### src/rtl/accumulator_pkg.sv
// Shared definitions for the accumulator: FSM state encoding, implementation
// select strings common to the adder family, and a parameter-legality helper.
package accumulator_pkg;

  typedef enum logic {
    ACCUM = 1'b0,
    HOLD  = 1'b1
  } acc_state_e;

  localparam string ARCH_BEHAVIORAL = "BEHAVIORAL";
  localparam string ARCH_VIRTEX5    = "VIRTEX5";
  localparam string ARCH_VIRTEX6    = "VIRTEX6";

  // True when the width/length combination can be built: accumulator at least as
  // wide as a sample, and the sample counter able to reach ACC_LEN-1.
  function automatic bit params_legal(input int data_width, input int acc_width,
                                      input int acc_len, input int cnt_width);
    return (data_width >= 1) && (acc_width >= data_width) && (acc_len >= 1) &&
           (cnt_width >= 1) && (cnt_width < 31) &&
           ((acc_len - 1) < (1 << cnt_width));
  endfunction

endpackage

### src/rtl/accumulator_add_sat.sv
// ACC_WIDTH-bit unsigned adder with carry out. Clamps the sum to all-ones on
// carry when ACCUMULATOR_SATURATE_EN is defined, otherwise wraps.
module accumulator_add_sat
  import accumulator_pkg::*;
#(
  parameter string ARCHITECTURE = "BEHAVIORAL",
  parameter int    ACC_WIDTH    = 16
) (
  input  logic [ACC_WIDTH-1:0] a_i,
  input  logic [ACC_WIDTH-1:0] b_i,
  output logic [ACC_WIDTH-1:0] sum_o,
  output logic                 carry_o
);

  logic [ACC_WIDTH:0] raw_sum;

  generate
    if (ARCHITECTURE == ARCH_BEHAVIORAL) begin : g_behavioral
      assign raw_sum = {1'b0, a_i} + {1'b0, b_i};
    end else if ((ARCHITECTURE == ARCH_VIRTEX5) || (ARCHITECTURE == ARCH_VIRTEX6)) begin : g_dsp
      // Kept as an isolated add so the vendor flow can pack it into a DSP slice.
      logic [ACC_WIDTH:0] dsp_sum;
      assign dsp_sum = {1'b0, a_i} + {1'b0, b_i};
      assign raw_sum = dsp_sum;
    end else begin : g_bad_arch
      $error("accumulator_add_sat: unsupported ARCHITECTURE");
      assign raw_sum = '0;
    end
  endgenerate

  assign carry_o = raw_sum[ACC_WIDTH];

`ifdef ACCUMULATOR_SATURATE_EN
  assign sum_o = carry_o ? {ACC_WIDTH{1'b1}} : raw_sum[ACC_WIDTH-1:0];
`else
  assign sum_o = raw_sum[ACC_WIDTH-1:0];
`endif

endmodule

### src/rtl/accumulator.sv
// Integrate-and-dump accumulator: sums ACC_LEN accepted samples and presents the
// block sum with a sticky overflow flag on a valid/ready output. Saturating
// arithmetic is selected by ACCUMULATOR_SATURATE_EN (wrapping when undefined).
module accumulator
  import accumulator_pkg::*;
#(
  parameter string ARCHITECTURE = "BEHAVIORAL",
  parameter int    DATA_WIDTH   = 9,
  parameter int    ACC_WIDTH    = 16,
  parameter int    ACC_LEN      = 16,
  parameter int    CNT_WIDTH    = 8
) (
  input  logic                  clk_i,
  input  logic                  rst_i,
  input  logic [DATA_WIDTH-1:0] data_i,
  input  logic                  valid_i,
  output logic                  ready_o,
  input  logic                  clear_i,
  output logic [ACC_WIDTH-1:0]  data_o,
  output logic                  overflow_o,
  output logic                  valid_o,
  input  logic                  ready_i
);

  generate
    if (!params_legal(DATA_WIDTH, ACC_WIDTH, ACC_LEN, CNT_WIDTH)) begin : g_bad_params
      $error("accumulator: illegal DATA_WIDTH/ACC_WIDTH/ACC_LEN/CNT_WIDTH combination");
    end
  endgenerate

  localparam logic [CNT_WIDTH-1:0] LAST_COUNT = CNT_WIDTH'(ACC_LEN - 1);

  acc_state_e           state_q;
  logic [ACC_WIDTH-1:0] acc_q;
  logic [CNT_WIDTH-1:0] count_q;
  logic                 sticky_q;
  logic [ACC_WIDTH-1:0] data_q;
  logic                 overflow_q;
  logic                 valid_q;

  logic [ACC_WIDTH-1:0] sample_ext;
  logic [ACC_WIDTH-1:0] acc_d;
  logic                 carry_d;
  logic                 sticky_d;
  logic [CNT_WIDTH-1:0] count_d;

  assign sample_ext = ACC_WIDTH'(data_i);

  accumulator_add_sat #(
    .ARCHITECTURE (ARCHITECTURE),
    .ACC_WIDTH    (ACC_WIDTH)
  ) u_add_sat (
    .a_i     (acc_q),
    .b_i     (sample_ext),
    .sum_o   (acc_d),
    .carry_o (carry_d)
  );

  assign sticky_d = sticky_q | carry_d;
  assign count_d  = count_q + CNT_WIDTH'(1);

  // Clear outranks both sample acceptance and result acceptance.
  always_ff @(posedge clk_i or posedge rst_i) begin
    if (rst_i) begin
      state_q    <= ACCUM;
      acc_q      <= '0;
      count_q    <= '0;
      sticky_q   <= 1'b0;
      data_q     <= '0;
      overflow_q <= 1'b0;
      valid_q    <= 1'b0;
    end else if (clear_i) begin
      state_q  <= ACCUM;
      acc_q    <= '0;
      count_q  <= '0;
      sticky_q <= 1'b0;
      valid_q  <= 1'b0;
    end else begin
      case (state_q)
        ACCUM: begin
          if (valid_i) begin
            if (count_q == LAST_COUNT) begin
              data_q     <= acc_d;
              overflow_q <= sticky_d;
              valid_q    <= 1'b1;
              acc_q      <= '0;
              count_q    <= '0;
              sticky_q   <= 1'b0;
              state_q    <= HOLD;
            end else begin
              acc_q    <= acc_d;
              count_q  <= count_d;
              sticky_q <= sticky_d;
            end
          end
        end
        HOLD: begin
          if (ready_i) begin
            valid_q <= 1'b0;
            state_q <= ACCUM;
          end
        end
        default: state_q <= ACCUM;
      endcase
    end
  end

  assign ready_o    = (state_q == ACCUM);
  assign data_o     = data_q;
  assign overflow_o = overflow_q;
  assign valid_o    = valid_q;

endmodule

### config.mk
export PLATFORM = sky130hd
export DESIGN_NAME = accumulator
export DESIGN_NICKNAME = d
export VERILOG_FILES = /design/src/rtl/accumulator_pkg.sv /design/src/rtl/accumulator_add_sat.sv /design/src/rtl/accumulator.sv
export SDC_FILE = /design/constraint.sdc
export NUM_CORES = 1
export LEC_CHECK = 0
export ABC_AREA = 1
export ABC_CLOCK_PERIOD_IN_PS = 2340
export CAP_MARGIN = 25
export CORE_ASPECT_RATIO = 0.9
export CORE_UTILIZATION = 40
export CTS_BUF_LIST = sky130_fd_sc_hd__clkbuf_16
export DETAILED_ROUTE_END_ITERATION = 8
export GPL_TIMING_DRIVEN = 0
export HOLD_SLACK_MARGIN = 0.03
export PLACE_DENSITY = 0.73
export SLEW_MARGIN = 30
export SYNTH_ARGS = -nofsm -noshare
export SYNTH_HDL_FRONTEND = slang
export SYNTH_SLANG_ARGS = --single-unit
### constraint.sdc
create_clock -name clk_i -period 2.34 [get_ports clk_i]
set_input_delay 0.351 -clock clk_i [delete_from_list [all_inputs] [get_ports clk_i]]
set_output_delay 0.351 -clock clk_i [all_outputs]
set_load 0.005 [all_outputs]
# --- After elaboration in Yosys (flattened, before gate mapping) ---
# Cells that the tools add are included.
op_classes:
  n_addsub: 2
  multipliers: 0
  div: 0
  order_cmp: 0
  n_eq_ne: 5
  shifts: 0
  muxes: 22
  bitwise_logic: 3
  reduce_logical: 4
ops:
  columns: ["op", "n"]
  rows:
  - ["16-bit 2-to-1 mux", 4]
  - ["8-bit 2-to-1 mux", 4]
  - ["16-bit by 9-bit adder with 17-bit output", 1]
  - ["1-bit 2-to-1 mux", 12]
  - ["8-bit by 1-bit adder with 8-bit output (second input constant)", 1]
  - ["8-bit by 4-bit equality test with 1-bit output (second input constant)", 1]
  - ["1-bit one-hot mux with 2 select lines", 2]
  - ["4-bit AND reduction", 1]
  - ["3-bit by 1-bit != test with 1-bit output (second input constant)", 1]
  - ["3-bit by 2-bit != test with 1-bit output (second input constant)", 1]
  - ["3-bit != test (second input constant)", 1]
  - ["3-bit AND reduction", 1]
  - ["2-bit != test (second input constant)", 1]
  - ["1-bit NOT", 2]
  - ["2-bit AND reduction", 1]
  - ["2-bit nonzero test", 1]
  - ["1-bit OR", 1]
totals:
  register_bits: 44
  latchBits: 0
  ramBits: 0
  rom_bits: 0
  inputBits: 14
  output_inout_bits: 19
  memories: 0

# --- Depth between registers and ports, before layout ---
logic_depth:
  ltp_word: 6
  mapped_depth: 11
  ltp_nobuf: 11

# --- Cells and area by module ---
# Synthesis repeated with hierarchy kept, for this count alone.
unflattened:
  hier_cells: 385
  hier_area_um2: 2951.6
modules_own_cells:
  columns: ["module", "instances", "cells_each", "area_each_um2", "seq_area_each_um2"]
  rows:
  - ["accumulator", 1, 200, 1971.9, 1101.1]
  - ["accumulator_add_sat", 1, 185, 979.7, 0.0]

# --- Least setup slack after synthesis ---
# No wires, ideal clock.
synth_path:
  kind: "reg-to-reg"
  from: "register acc_q[0]"
  to: "register data_q[10] (netlist: data_o[10])"
  arrival_ns: 1.499
  t_required_ns: 2.223
  path_slack_ns: 0.723
  path_stages_with_launch: 11
  path_buffers: 0
  cell_sequence: "dfrtp_1 -> ha_1 -> fa_1 -> nand2_1 -> nand2_1 -> nand3b_1 -> nand2_1 -> nand2_1 -> nand3_1 -> nand3_1 -> nand2_1"
synth_via:
  elab_chain_cells: 1
synth_rtl:
  columns: ["element", "line_no", "text"]
  rows:
  - ["from (decl)", "accumulator.sv:34", "logic [ACC_WIDTH-1:0] acc_q;"]
  - ["from (signal assigned)", "accumulator.sv:66", "acc_q <= '0;"]
  - ["from (signal assigned)", "accumulator.sv:74", "acc_q <= '0;"]
  - ["from (signal assigned)", "accumulator.sv:86", "acc_q <= '0;"]
  - ["16-bit by 9-bit adder with 17-bit output", "accumulator_add_sat.sv:19", "assign raw_sum = {1'b0, a_i} + {1'b0, b_i};"]
  - ["to (signal assigned)", "accumulator.sv:69", "data_q <= '0;"]
  - ["to (signal assigned)", "accumulator.sv:83", "data_q <= acc_d;"]
  - ["to (decl)", "accumulator.sv:37", "logic [ACC_WIDTH-1:0] data_q;"]
# No other way between the ends.
# A chain may end at the register's enable or synchronous reset.

# --- Final worst setup path ---
layout_path:
  from: "input port data_i[0]"
  to: "register data_q[10] (netlist: data_o[10])"
layout_via:
  elab_chain_cells: 1
layout_rtl:
  columns: ["element", "line_no", "text"]
  rows:
  - ["from (decl)", "accumulator.sv:15", "input logic [DATA_WIDTH-1:0] data_i,"]
  - ["16-bit by 9-bit adder with 17-bit output", "accumulator_add_sat.sv:19", null]
# No other way between the ends.

==> run_results.csv <==
group,metric,value,unit
status,status,"completed",
worst_setup_path,cpPeakStageDelay,0.43,ns
clocking,cts-resized-gates,0,
logic_synthesis,yosys.area.top_type,"dfrtp_1",
logic_synthesis,synth_edf_count,0,
power,power_frac_comb,17.7,%
logic_synthesis,synth.top_cell.area_share,43.4,%
power,p_int,1290,uW
final_layout,multi_input_area,1250,um2
worst_setup_path,critPathCaptureType,"flop",
clocking,postCtsSetupBuffers,0,
worst_setup_path,start_kind,"primary input",
floorplan,fp.dieArea,6670,um2
drt,drt-total-wl,5560,um
floorplan,initial_core_util,41.5,%
final_layout,final_cell_mix,"132 x nand2_1, 44 x dfrtp_1, 32 x clkdlybuf4s50_1",
drt,route.vias.total,2267,
worst_setup_path,crit_arrival,2.12,ns
logic_synthesis,postSynthCellCount,335,
clocking,clkTransAtPathRegs,0.06,ns
global_routing,grt-ovfl-total,0,
drt,drc,0,
final_layout,area_growth,23.5,%
final_layout,fin_util,51.2,%
clocking,cts.path.max_buffers,2,
sta,fin_crit,1.94,ns
power,p_sw,496,uW
worst_setup_path,crit_chain,"clkdlybuf4s50_1 -> ha_1 -> fa_1 -> nand2_1 -> nand2_1 -> nand3b_1 -> nand2_1 -> nand2_1 -> nand3_1 -> nand3_1 -> nand2_1",
drt,viasPerCell,4.90,
global_routing,grt_pass1_vias,2170,
power,pwr-share-seq,45.1,%
power,max-vdd-ir-drop,371,uV
power,power.leakage,0.00166,uW
logic_synthesis,synth-seq-cells,44,
logic_synthesis,synthArstFlopShare,100,%
clocking,tritoncts,"done",
final_layout,n_antenna_cell,0,
worst_setup_path,required,2.52,ns
power,p_clk_share,37.3,%
sta,rsz0062_at_grt,"false",
final_layout,fillCellCount,561,
global_routing,antenna_found_initial,0,
worst_setup_path,critical-path-slowest-cell,"fa_1",
logic_synthesis,synth_flop_cell,"dfrtp_1",
worst_setup_path,crit_family,"simple AND/OR/NAND/NOR gates",
floorplan,dieWidth,86.0,um
global_routing,track_usage,18.5,%
min_path,holdCritPathClass,"primary input to asynchronous set/reset pin",
sta,hold_violations,0,
logic_synthesis,avgSynthCellArea,7.57,um2
sta,setup_tns,0,ns
floorplan,core,6110,um2
clocking,clock_latency,0.29,ns
power,power_density,571,nW/um2
drt,drt_iter0_drc,113,
floorplan,ios,33,
placement,gp_congestion,0.908,
floorplan,fp.dieH,77.6,um
drt,wire_per_inst,12.0,um
sta,slew_violations,0,
worst_setup_path,path_class,"primary input to flop",
logic_synthesis,ys_warn_count,0,
logic_synthesis,synth_nets,360,
global_routing,grt_pass1_wl,9680,um
final_layout,nets,400,
flow_run,drv_cap,0,
sta,setup_violations,0,
floorplan,num_rows,27,
sta,relSlewSlack,64.7,%
sta,worst_pin_slew,0.529,ns
clocking,ctsHtreeMaxLevel,2,
sta,final.setup_skew,0.00478,ns
worst_setup_path,cp_common_cell,"nand2_1",
power,power,1790,uW
logic_synthesis,yosys.cell_types.count,34,
logic_synthesis,ys_top_cells_by_area,"dfrtp_1 43%, nand2_1 20%, ha_1 4.9%",
power,p_sw_share,27.7,%
drt,first_pass_iters,5,
worst_setup_path,crit_fanout,3,
clocking,clock-sinks,44,
clocking,hold_buffers,0,
placement,portBuffers,32,
worst_setup_path,startpoint,"data_i[0]",
sta,max_freq,516,MHz
worst_setup_path,cp_num_buf_inv,1,
final_layout,final_common_cell,"nand2_1",
logic_synthesis,ys_seq_area_share,43.4,%
final_layout,post_route_cells_drive_above_1_share,7.98,%
drt,ant_nets,0,
global_routing,grt_max_degree,24,
worst_setup_path,r2r-start,"acc_q[0]$_DFFE_PP0P_",
sta,finalCritPeriodShare,82.9,%
clocking,cts_buffers,5,
placement,dpl.hpwl,4180,um
clocking,cts-root-buf,"clkbuf_16",
logic_synthesis,syn-cell-area,2540,um2
final_layout,seqCellArea,1100,um2
==> through the flow <==
step	instance area (um2)	worst slack, ns	hold slack, ns	cells
floorplan	2540	0.723	0.423	335
global placement	2970	0.0116	0.465	454
detailed placement	2990	0.126	0.464	455
CTS	3130	0.417	0.447	463
global route	3130	0.249	0.504	463
finish	3130	0.401	0.428	463
==> logic make-up after synthesis <==
kind of cell / Yosys count / share of synthesized area (%)
AND/OR/NAND/NOR: 196 / 34.1
buffers and inverters: 44 / 7.30
XOR/XNOR: 8 / 2.76
AO/OA/AOI/OAI: 32 / 6.76
flip-flops: 44 / 43.4
adder cells (fa/ha/maj): 11 / 5.72
==> Yosys cell counts (all sizes together) (4+ instances only) <==
cell type    n
a21oi        9
buf          4
dfrtp       44
ha          10
inv         39
nand2      137
nand3       26
nor2        18
nor3         5
o21ai       17
xor2         5
==> worst register-to-register path, stage by stage (launching register included) <==
cell and delay, ns:
dfrtp_1 0.38, ha_1 0.21, fa_1 0.43, nand2_1 0.09, nand2_1 0.06, nand3b_1 0.08
nand2_1 0.12, nand2_1 0.11, nand3_1 0.09, nand3_1 0.09, nand2_1 0.05
==> sequential cells by signal, summed over array words and instances, names as in the netlist <==
signal      flops
acc_q          16
data_o         16
count_q         8
overflow_o      1
state_q         1
sticky_q        1
valid_o         1
==> cell type report <==
type,count,share of cell area (%)
sequential,44,35.1
clock inverter,3,0.439
timing repair buffer,33,11.1
inverter,39,4.75
tap,87,3.47
buffer,5,1.16
clock buffer,5,3.99
multi-input combinational,247,39.9
==> power by group through the flow <==
stage	registers (uW)	logic [uW]	clock network, uW
after global routing	810	358	707
after floorplan	815	225	0
after global placement	819	299	0
after detailed placement	820	314	0
after CTS	807	316	687
final	807	316	667
==> per-layer routing <==
metal	up-vias	share of wire (%)	global-route usage [%]
met4	0	1.1	6.00
li1	1145	-	-
met3	6	4.8	3.94
met5	-	0	0
met2	58	46	28.7
met1	1058	48	25.6
==> final timing paths <==
check                                         end  slack, ns  cells past startpoint
setup / recovery           data_o[10]$_DFFE_PP0P_       0.40                     11
hold / removal             count_q[4]$_DFFE_PP0P_       0.43                      2
setup reg to reg           data_o[10]$_DFFE_PP0P_       0.51                     10
hold reg to reg            data_o[10]$_DFFE_PP0P_       0.48                      2
max in group asynchronous    acc_q[5]$_DFFE_PP0P_       1.42                      3
min in group clk_i         data_o[10]$_DFFE_PP0P_       0.48                      2
No activity file was read; power rests on OpenSTA's default activity.
